===== src/rtl/vetris_row_scanout.sv =====
// Row framebuffer with valid/ready pixel scan-out; one beat per pixel, row-major.
// Define VETRIS_DBUF_EN for a separate display array that is refreshed on commit.
module vetris_row_scanout #(
    parameter int ROWS = 32
) (
    input  logic        clk,
    input  logic        rst,
    input  logic        row_wr_en,
    input  logic [4:0]  row_index,
    input  logic [31:0] row_data,
    input  logic        clear_all,
    input  logic        commit,
    input  logic        scan_start,
    input  logic        pix_ready,
    output logic        pix_valid,
    output logic [4:0]  pix_x,
    output logic [4:0]  pix_y,
    output logic        pix_on,
    output logic        frame_done,
    output logic        busy
);

    typedef enum logic [0:0] {IDLE, SCAN} state_t;

    localparam logic [5:0] ROWS_L = 6'(ROWS);
    localparam logic [4:0] LAST_Y = 5'(ROWS - 1);

    state_t      state_q;
    logic        pix_valid_q, pix_on_q, frame_done_q, busy_q;
    logic [4:0]  pix_x_q, pix_y_q;
    logic [31:0] back_q [32];

    logic        accept, last_beat;
    logic [4:0]  x_d, y_d, rd_x, rd_y;
    logic        rd_bit;

    always_comb begin
        accept    = (state_q == SCAN) && pix_ready;
        last_beat = (pix_x_q == 5'd31) && (pix_y_q == LAST_Y);
        x_d       = pix_x_q + 5'd1;
        y_d       = (pix_x_q == 5'd31) ? pix_y_q + 5'd1 : pix_y_q;
        rd_x      = (state_q == IDLE) ? 5'd0 : x_d;
        rd_y      = (state_q == IDLE) ? 5'd0 : y_d;
    end

    // Rows at or beyond ROWS are never written, so they stay zero and are never read.
    always_ff @(posedge clk or negedge rst) begin
        if (!rst) begin
            for (int i = 0; i < 32; i++) back_q[i] <= '0;
        end else if (clear_all) begin
            for (int i = 0; i < 32; i++) back_q[i] <= '0;
        end else if (row_wr_en && ({1'b0, row_index} < ROWS_L)) begin
            back_q[row_index] <= row_data;
        end
    end

`ifdef VETRIS_DBUF_EN
    logic [31:0] front_q [32];
    logic        pend_q;
    logic        copy_d;

    // A commit seen during a frame is deferred to the edge that ends the frame.
    assign copy_d = ((state_q == IDLE) && commit) ||
                    (accept && last_beat && (pend_q || commit));

    always_ff @(posedge clk or negedge rst) begin
        if (!rst) begin
            for (int i = 0; i < 32; i++) front_q[i] <= '0;
        end else if (copy_d) begin
            front_q <= back_q;
        end
    end

    always_ff @(posedge clk or negedge rst) begin
        if (!rst) begin
            pend_q <= 1'b0;
        end else if (accept && last_beat) begin
            pend_q <= 1'b0;
        end else if ((state_q == SCAN) && commit) begin
            pend_q <= 1'b1;
        end
    end

    assign rd_bit = front_q[rd_y][rd_x];
`else
    logic unused_commit;
    assign unused_commit = commit;
    assign rd_bit        = back_q[rd_y][rd_x];
`endif

    always_ff @(posedge clk or negedge rst) begin
        if (!rst) begin
            state_q      <= IDLE;
            pix_valid_q  <= 1'b0;
            pix_x_q      <= '0;
            pix_y_q      <= '0;
            pix_on_q     <= 1'b0;
            frame_done_q <= 1'b0;
            busy_q       <= 1'b0;
        end else begin
            frame_done_q <= 1'b0;
            unique case (state_q)
                IDLE: begin
                    if (scan_start) begin
                        state_q     <= SCAN;
                        pix_valid_q <= 1'b1;
                        busy_q      <= 1'b1;
                        pix_x_q     <= '0;
                        pix_y_q     <= '0;
                        pix_on_q    <= rd_bit;
                    end
                end
                SCAN: begin
                    if (accept) begin
                        if (last_beat) begin
                            state_q      <= IDLE;
                            pix_valid_q  <= 1'b0;
                            busy_q       <= 1'b0;
                            frame_done_q <= 1'b1;
                            pix_x_q      <= '0;
                            pix_y_q      <= '0;
                            pix_on_q     <= 1'b0;
                        end else begin
                            pix_x_q  <= x_d;
                            pix_y_q  <= y_d;
                            pix_on_q <= rd_bit;
                        end
                    end
                end
                default: state_q <= IDLE;
            endcase
        end
    end

    assign pix_valid  = pix_valid_q;
    assign pix_x      = pix_x_q;
    assign pix_y      = pix_y_q;
    assign pix_on     = pix_on_q;
    assign frame_done = frame_done_q;
    assign busy       = busy_q;

endmodule

===== config.mk =====
export PLATFORM = sky130hd
export DESIGN_NAME = vetris_row_scanout
export DESIGN_NICKNAME = d
export VERILOG_FILES = /design/src/rtl/vetris_row_scanout.sv
export SDC_FILE = /design/constraint.sdc
export NUM_CORES = 2
export LEC_CHECK = 0
export CORE_ASPECT_RATIO = 1.4
export CORE_MARGIN = 4
export CORE_UTILIZATION = 40
export DETAILED_ROUTE_END_ITERATION = 7
export PLACE_DENSITY = 0.56
export SKIP_CTS_REPAIR_TIMING = 1
export SYNTH_ARGS = -nofsm -noshare
export SYNTH_HDL_FRONTEND = slang
export SYNTH_SLANG_ARGS = --single-unit

===== constraint.sdc =====
create_clock -name clk -period 3.85 [get_ports clk]
set_input_delay 1.155 -clock clk [delete_from_list [all_inputs] [get_ports clk]]
set_output_delay 1.155 -clock clk [all_outputs]
set_load 0.03 [all_outputs]

After elaboration in Yosys (flattened, before gate mapping). Cells that the tools add are included.

Register bits after elaboration: 1038. Input port bits: 44. Output and inout bits: 14. Word-level logic and storage cells: 93.

$add $sub $neg: 2. $lt $le $gt $ge: 4. Eq/ne operators: 5. Muxes and demuxes: 35. Bitwise logic cells: 3. Reduce and logical (&&, ||, !) cells: 6.

Operators with widths (number): $mux W1024 (2); $bwmux W1024 (1); $bmux W32 S5 (1); $demux W32 S5 (1); $mux W32 (3); $mux W5 (8); $pmux W5 S2 (2); $mux W1 (13); $ge A6 B6 Y1 const B (2); $not A5 Y6 (2); $add A5 B1 Y5 const B (2); $eq A5 B5 Y1 const B (2); $lt A5 B6 Y1 const B (1); $lt A6 B1 Y1 const B (1); $pmux W1 S2 (3); $bmux W1 S5 (1); $ne A2 B1 Y1 const B (2); $logic_and A1 B1 Y1 (3); $reduce_and A3 Y1 (1); $ne A2 B2 Y1 const B (1); $reduce_and A2 Y1 (1); $reduce_bool A2 Y1 (1); $not A1 Y1 (1).

Logic depth before layout (Yosys ltp).
Depth in word-level cells: 12. Gate-level depth with buffers: 19. Gate-level depth less buffers: 13.

Worst setup path after synthesis. OpenSTA, ideal clock, no wires.

Path type: register to register. Start: register pix_x_q[0], in the netlist pix_x[0]. End: register pix_on_q, in the netlist pix_on. Setup time: 0.126 ns. Data arrival time: 3.465 ns. Data required time: 3.724 ns. Path slack: 0.259 ns. Stages on the path, launching flop included: 15. Path buffers: 2. Period minus slack after synthesis: 3.591 ns. Path through: dfrtp_1 -> ha_1 -> and3_1 -> ha_1 -> buf_6 -> xor2_2 -> and2_4 -> buf_8 -> mux4_2 -> a221o_1 -> nor3_1 -> nor4_1 -> a31oi_1 -> a2111oi_0 -> o32a_1.

Longest elaborated chain between the ends: 12. Elaborated cells between the ends (all ways): 16. Those cells by class: 1 x add/sub; 1 x eq/ne; 12 x mux; 1 x bitwise; 1 x reduce/logical.

RTL lines: start, declared (line 30) `logic [4:0] pix_x_q, pix_y_q;`; start signal, assigned (line 95) `pix_x_q <= '0;`; start signal, assigned (line 108) `pix_x_q <= '0;`; start signal, assigned (line 120) `pix_x_q <= '0;`; $eq A5 B5 Y1 (line 39, 41); $mux W5 (line 41) `y_d = (pix_x_q == 5'd31) ? pix_y_q + 5'd1 : pix_y_q;`; $mux W5 (line 43) `rd_y = (state_q == IDLE) ? 5'd0 : y_d;`; $not A5 Y6 (implied by the code) (line 88) `assign rd_bit = back_q[rd_y][rd_x];`; $bmux W32 S5 (line 88); $mux W32 (implied by the code) (2 in series) (line 88); $bmux W1 S5 (line 88); $mux W1 (implied by the code) (line 88); $mux W1 (line 115) `if (last_beat) begin`; $mux W1 (line 114) `if (accept) begin`; $pmux W1 S2 (*) (line 102) `unique case (state_q)`; end signal, assigned (line 110) `pix_on_q <= rd_bit;`; end signal, assigned (line 126) `pix_on_q <= rd_bit;`; end, declared (line 29) `logic pix_valid_q, pix_on_q, frame_done_q, busy_q;`.

Mark *: on every way between the ends. The rest lies on a longest branch, timed or not. The select of a mux whose other input is x is not followed. A chain may end at the register's enable or synchronous reset.

Worst setup path in the final report. Same ends and word-level chain as after synthesis.

==> run_results.csv <==
group,metric,value,unit
synthesis,syn-num-nets,6136,
drt,drt-total-wl,215.9,mm
place,pre_cts_ws,-0.4888,ns
power_and_ir_drop,ir_drop,322.6,uV
floorplan,io_pins,58,
finish,area_growth,23.01,%
finish,diodes,0,
clock_tree,max-clock-path-buffers,3,
timing,whs,0.3367,ns
place,port_buffers,56,
synthesis,syn_avg_cell_area,8.224,um2
worst_setup_path,critPathKind,"flop to flop",
worst_setup_path,worstReg2RegStart,"pix_x[0]",
clock_tree,path_clk_slew,0.07,ns
finish,fin_nets,6314,
timing,min_period,3.873,ns
hold_path,hold_class,"primary input to asynchronous set/reset pin",
floorplan,core_area,0.1242,mm2
drt,via_per_inst,6.043,
synthesis,synth_area_leaders,"dfrtp_1 52%, nand2_1 18%, a21oi_1 11%",
synthesis,yosys_warnings,0,
worst_setup_path,critPathLaunch,"pix_x[0]",
timing,setup_viol_count_final,1,
synthesis,synthArstFlopShare,100.0,%
timing,grt_setup_unrepaired,"yes",
clock_tree,clock_sinks,1038,
clock_tree,cts_htree_levels,3,
global_routing,grt_util_all_layers,31.80,%
global_routing,overflow,0,
synthesis,synth_top_area_share,51.88,%
drt,drt_first_pass_iters,8,
drt,drt_iter0_drc,5774,
global_routing,antenna_found_initial,3,
power_and_ir_drop,clockPowerShare,44.8,%
timing,timing.final.ws_setup,-0.02279,ns
worst_setup_path,cp_max_fo,6,
finish,layout-drive-gt1-share,15.66,%
worst_setup_path,crit_chain,"ha_4 > and3_4 > ha_4 > buf_6 > xor2_4 > buf_6 > and2_4 > buf_12 > mux4_2 > a2111oi_2 > o21ai_0 > buf_4 > a22oi_2 > or4_4 > a41oi_2 > buf_4 > o32a_1",
clock_tree,clkLatencyLatePin,0.74,ns
worst_setup_path,worst_setup_path_end_kind,"flop",
worst_setup_path,critPathTopFamily,"compound AO/OA/AOI/OAI gates",
floorplan,std_cell_rows,153,
job,cap_viol_max_count,0,
timing,fin_crit_sh,100.6,%
worst_setup_path,cp.required,4.48,ns
global_routing,grt_max_degree,129,
timing,max-slew-margin-rel,33.80,%
timing,fin_worst_skew,0.04113,ns
synthesis,synth_top_cell_by_area,"dfrtp_1",
synthesis,seq_area_frac_synth,51.88,%
worst_setup_path,slowest_stage,"mux4_2",
synthesis,synth_seq_cells,1038,
clock_tree,root_buffer,"clkbuf_16",
synthesis,synth_top_flop_cell,"dfrtp_1",
worst_setup_path,cp_num_buf_inv,5,
clock_tree,cts_tree,"done",
drt,routedWlPerCell,27.06,um
global_routing,grt_pass1_wl,311.5,mm
run_status,outcome,"finished with violations",
worst_setup_path,slowest_delay,0.51,ns
place,gp_congestion,0.9116,
power_and_ir_drop,leakagePower,24.45,nW
synthesis,yosysMostFrequentCell,"nand2_1",
power_and_ir_drop,sw_frac_of_total,26.55,%
floorplan,start_util,40.30,%
floorplan,die_w,307.0,um
power_and_ir_drop,seq_power_share,44.7,%
synthesis,syn-cell-area,0.05007,mm2
drt,drt.antenna.violating_nets,0,
timing,drv_slew,0,
synthesis,synth_cell_types,75,
timing,fmaxAchievable,258.2,MHz
power_and_ir_drop,pwr-share-comb,10.5,%
drt,vias,48220,
synthesis,syn_inst,6088,
clock_tree,cts_buffers,107,
timing,finalHoldViolCount,0,
power_and_ir_drop,p_int,18.21,mW
worst_setup_path,cp-start-kind,"flop",
synthesis,synth-edff-count,0,
run_status,violations,"negative setup slack",
drt,drc,0,
worst_setup_path,crit_arrival,4.50,ns
timing,worstMarginPinSlew,0.9930,ns
global_routing,grt_pass1_vias,46090,
floorplan,die_h,426.6,um
floorplan,dieArea,0.1310,mm2
place,dp_hpwl,132.1,mm
synthesis,synth_common_cells,"2431 x nand2_1, 1118 x a21oi_1, 1038 x dfrtp_1",
finish,fill_cells,11610,
power_and_ir_drop,pwr_density_cell,402.6,mW/mm2
power_and_ir_drop,switchingPower,6.584,mW
[metrics by stage]
stage,power (mW),instances,TNS (ns),util (%),area [um2]
2_1_floorplan,12.19,6088,0,-,50070
3_3_place_gp,13.64,7726,-0.4659,45.23,56190
3_5_place_dp,13.65,7726,-0.4888,45.23,56190
4_1_cts,24.68,7921,-0.5196,48.19,59880
5_1_grt,25.42,7979,-0.1170,49.57,61590
6_report,24.80,7979,-0.02279,49.57,61590
[cells by family (layout without fill, tap and decap cells)]
kind of cell	count (synthesis)	in the layout	synth area share, %
AOI/OAI and AO/OA	1599	1600	18.91
muxes	108	108	2.419
and+or+nand+nor	2735	2737	21.38
DFF	1038	1038	51.88
buffers and inverters	597	858	5.178
adders and majority gates	4	4	0.09996
xor gates and xnor gates	7	7	0.1374
[layer usage]
metal / track usage [%] / vias to the layer above / share of wire [%]
met5: 0 / - / 0.018
met4: 18.88 / 6 / 7.2
met3: 4.380 / 742 / 8.4
met2: 52.11 / 2557 / 47
met1: 40.30 / 23910 / 37
li1: - / 21000 / -
[worst reg2reg max path, delay by kind of cell (launching register included)]
family / cells / cell delay, ns
and+or+nand+nor: 3 / 0.51
DFF: 1 / 0.41
adders and majority gates: 2 / 0.36
AOI/OAI and AO/OA: 5 / 0.97
buffers and inverters: 5 / 0.80
muxes: 1 / 0.51
xor gates and xnor gates: 1 / 0.20
[cells in the final DEF (no fill, tap or decap), types with 27 or more instances in the layout]
cell,Yosys,layout
clkbuf_8,0,28
nand3_1,73,72
clkbuf_16,0,118
clkdlybuf4s50_1,0,53
a221oi_2,2,41
nor2_1,67,34
a21oi_1,1118,1107
buf_12,2,135
a221oi_1,244,202
nor2_4,0,32
buf_4,18,426
a31oi_1,40,35
mux2i_1,97,97
dfrtp_1,1038,1037
nand2_1,2431,2419
o21ai_0,47,38
nor3_1,83,66
buf_6,16,27
[flip-flops by register name (all words and copies together) (netlist names)]
name and count:
back_q 1024, pix_x 5, pix_y 5, busy 1, frame_done 1, pix_on 1, state_q 1
[power groups by stage]
stage / combinational (mW) / sequential [mW] / clock (mW)
3_3_place_gp: 2.38 / 11.3 / 0
4_1_cts: 2.39 / 11.1 / 11.2
3_5_place_dp: 2.38 / 11.3 / 0
5_1_grt: 2.69 / 11.1 / 11.7
6_report: 2.61 / 11.1 / 11.1
2_1_floorplan: 0.881 / 11.3 / 0
[final cells by class]
cell class	count	area, um2	share of cell area, %
clock inverter	39	524.3	0.8512
multi-input combinational	4456	22680	36.83
inverter	1	3.754	0.006094
timing repair buffer	662	7203	11.70
tap	1627	2036	3.305
sequential	1038	25980	42.18
clock buffer	156	3163	5.136
[path summary, 6_finish.rpt]
kind                            slack [ns]  cells past startpoint          end
worst max-delay path                 -0.02                     17       pix_on
worst min-delay path                  0.34                      1  back_q[540]
worst max register to register       -0.02                     17       pix_on
worst min register to register        0.52                      2  back_q[520]
max in group asynchronous             2.37                      3      state_q
min in group clk                      0.52                      2  back_q[520]
(Power assumes the default switching activity.)
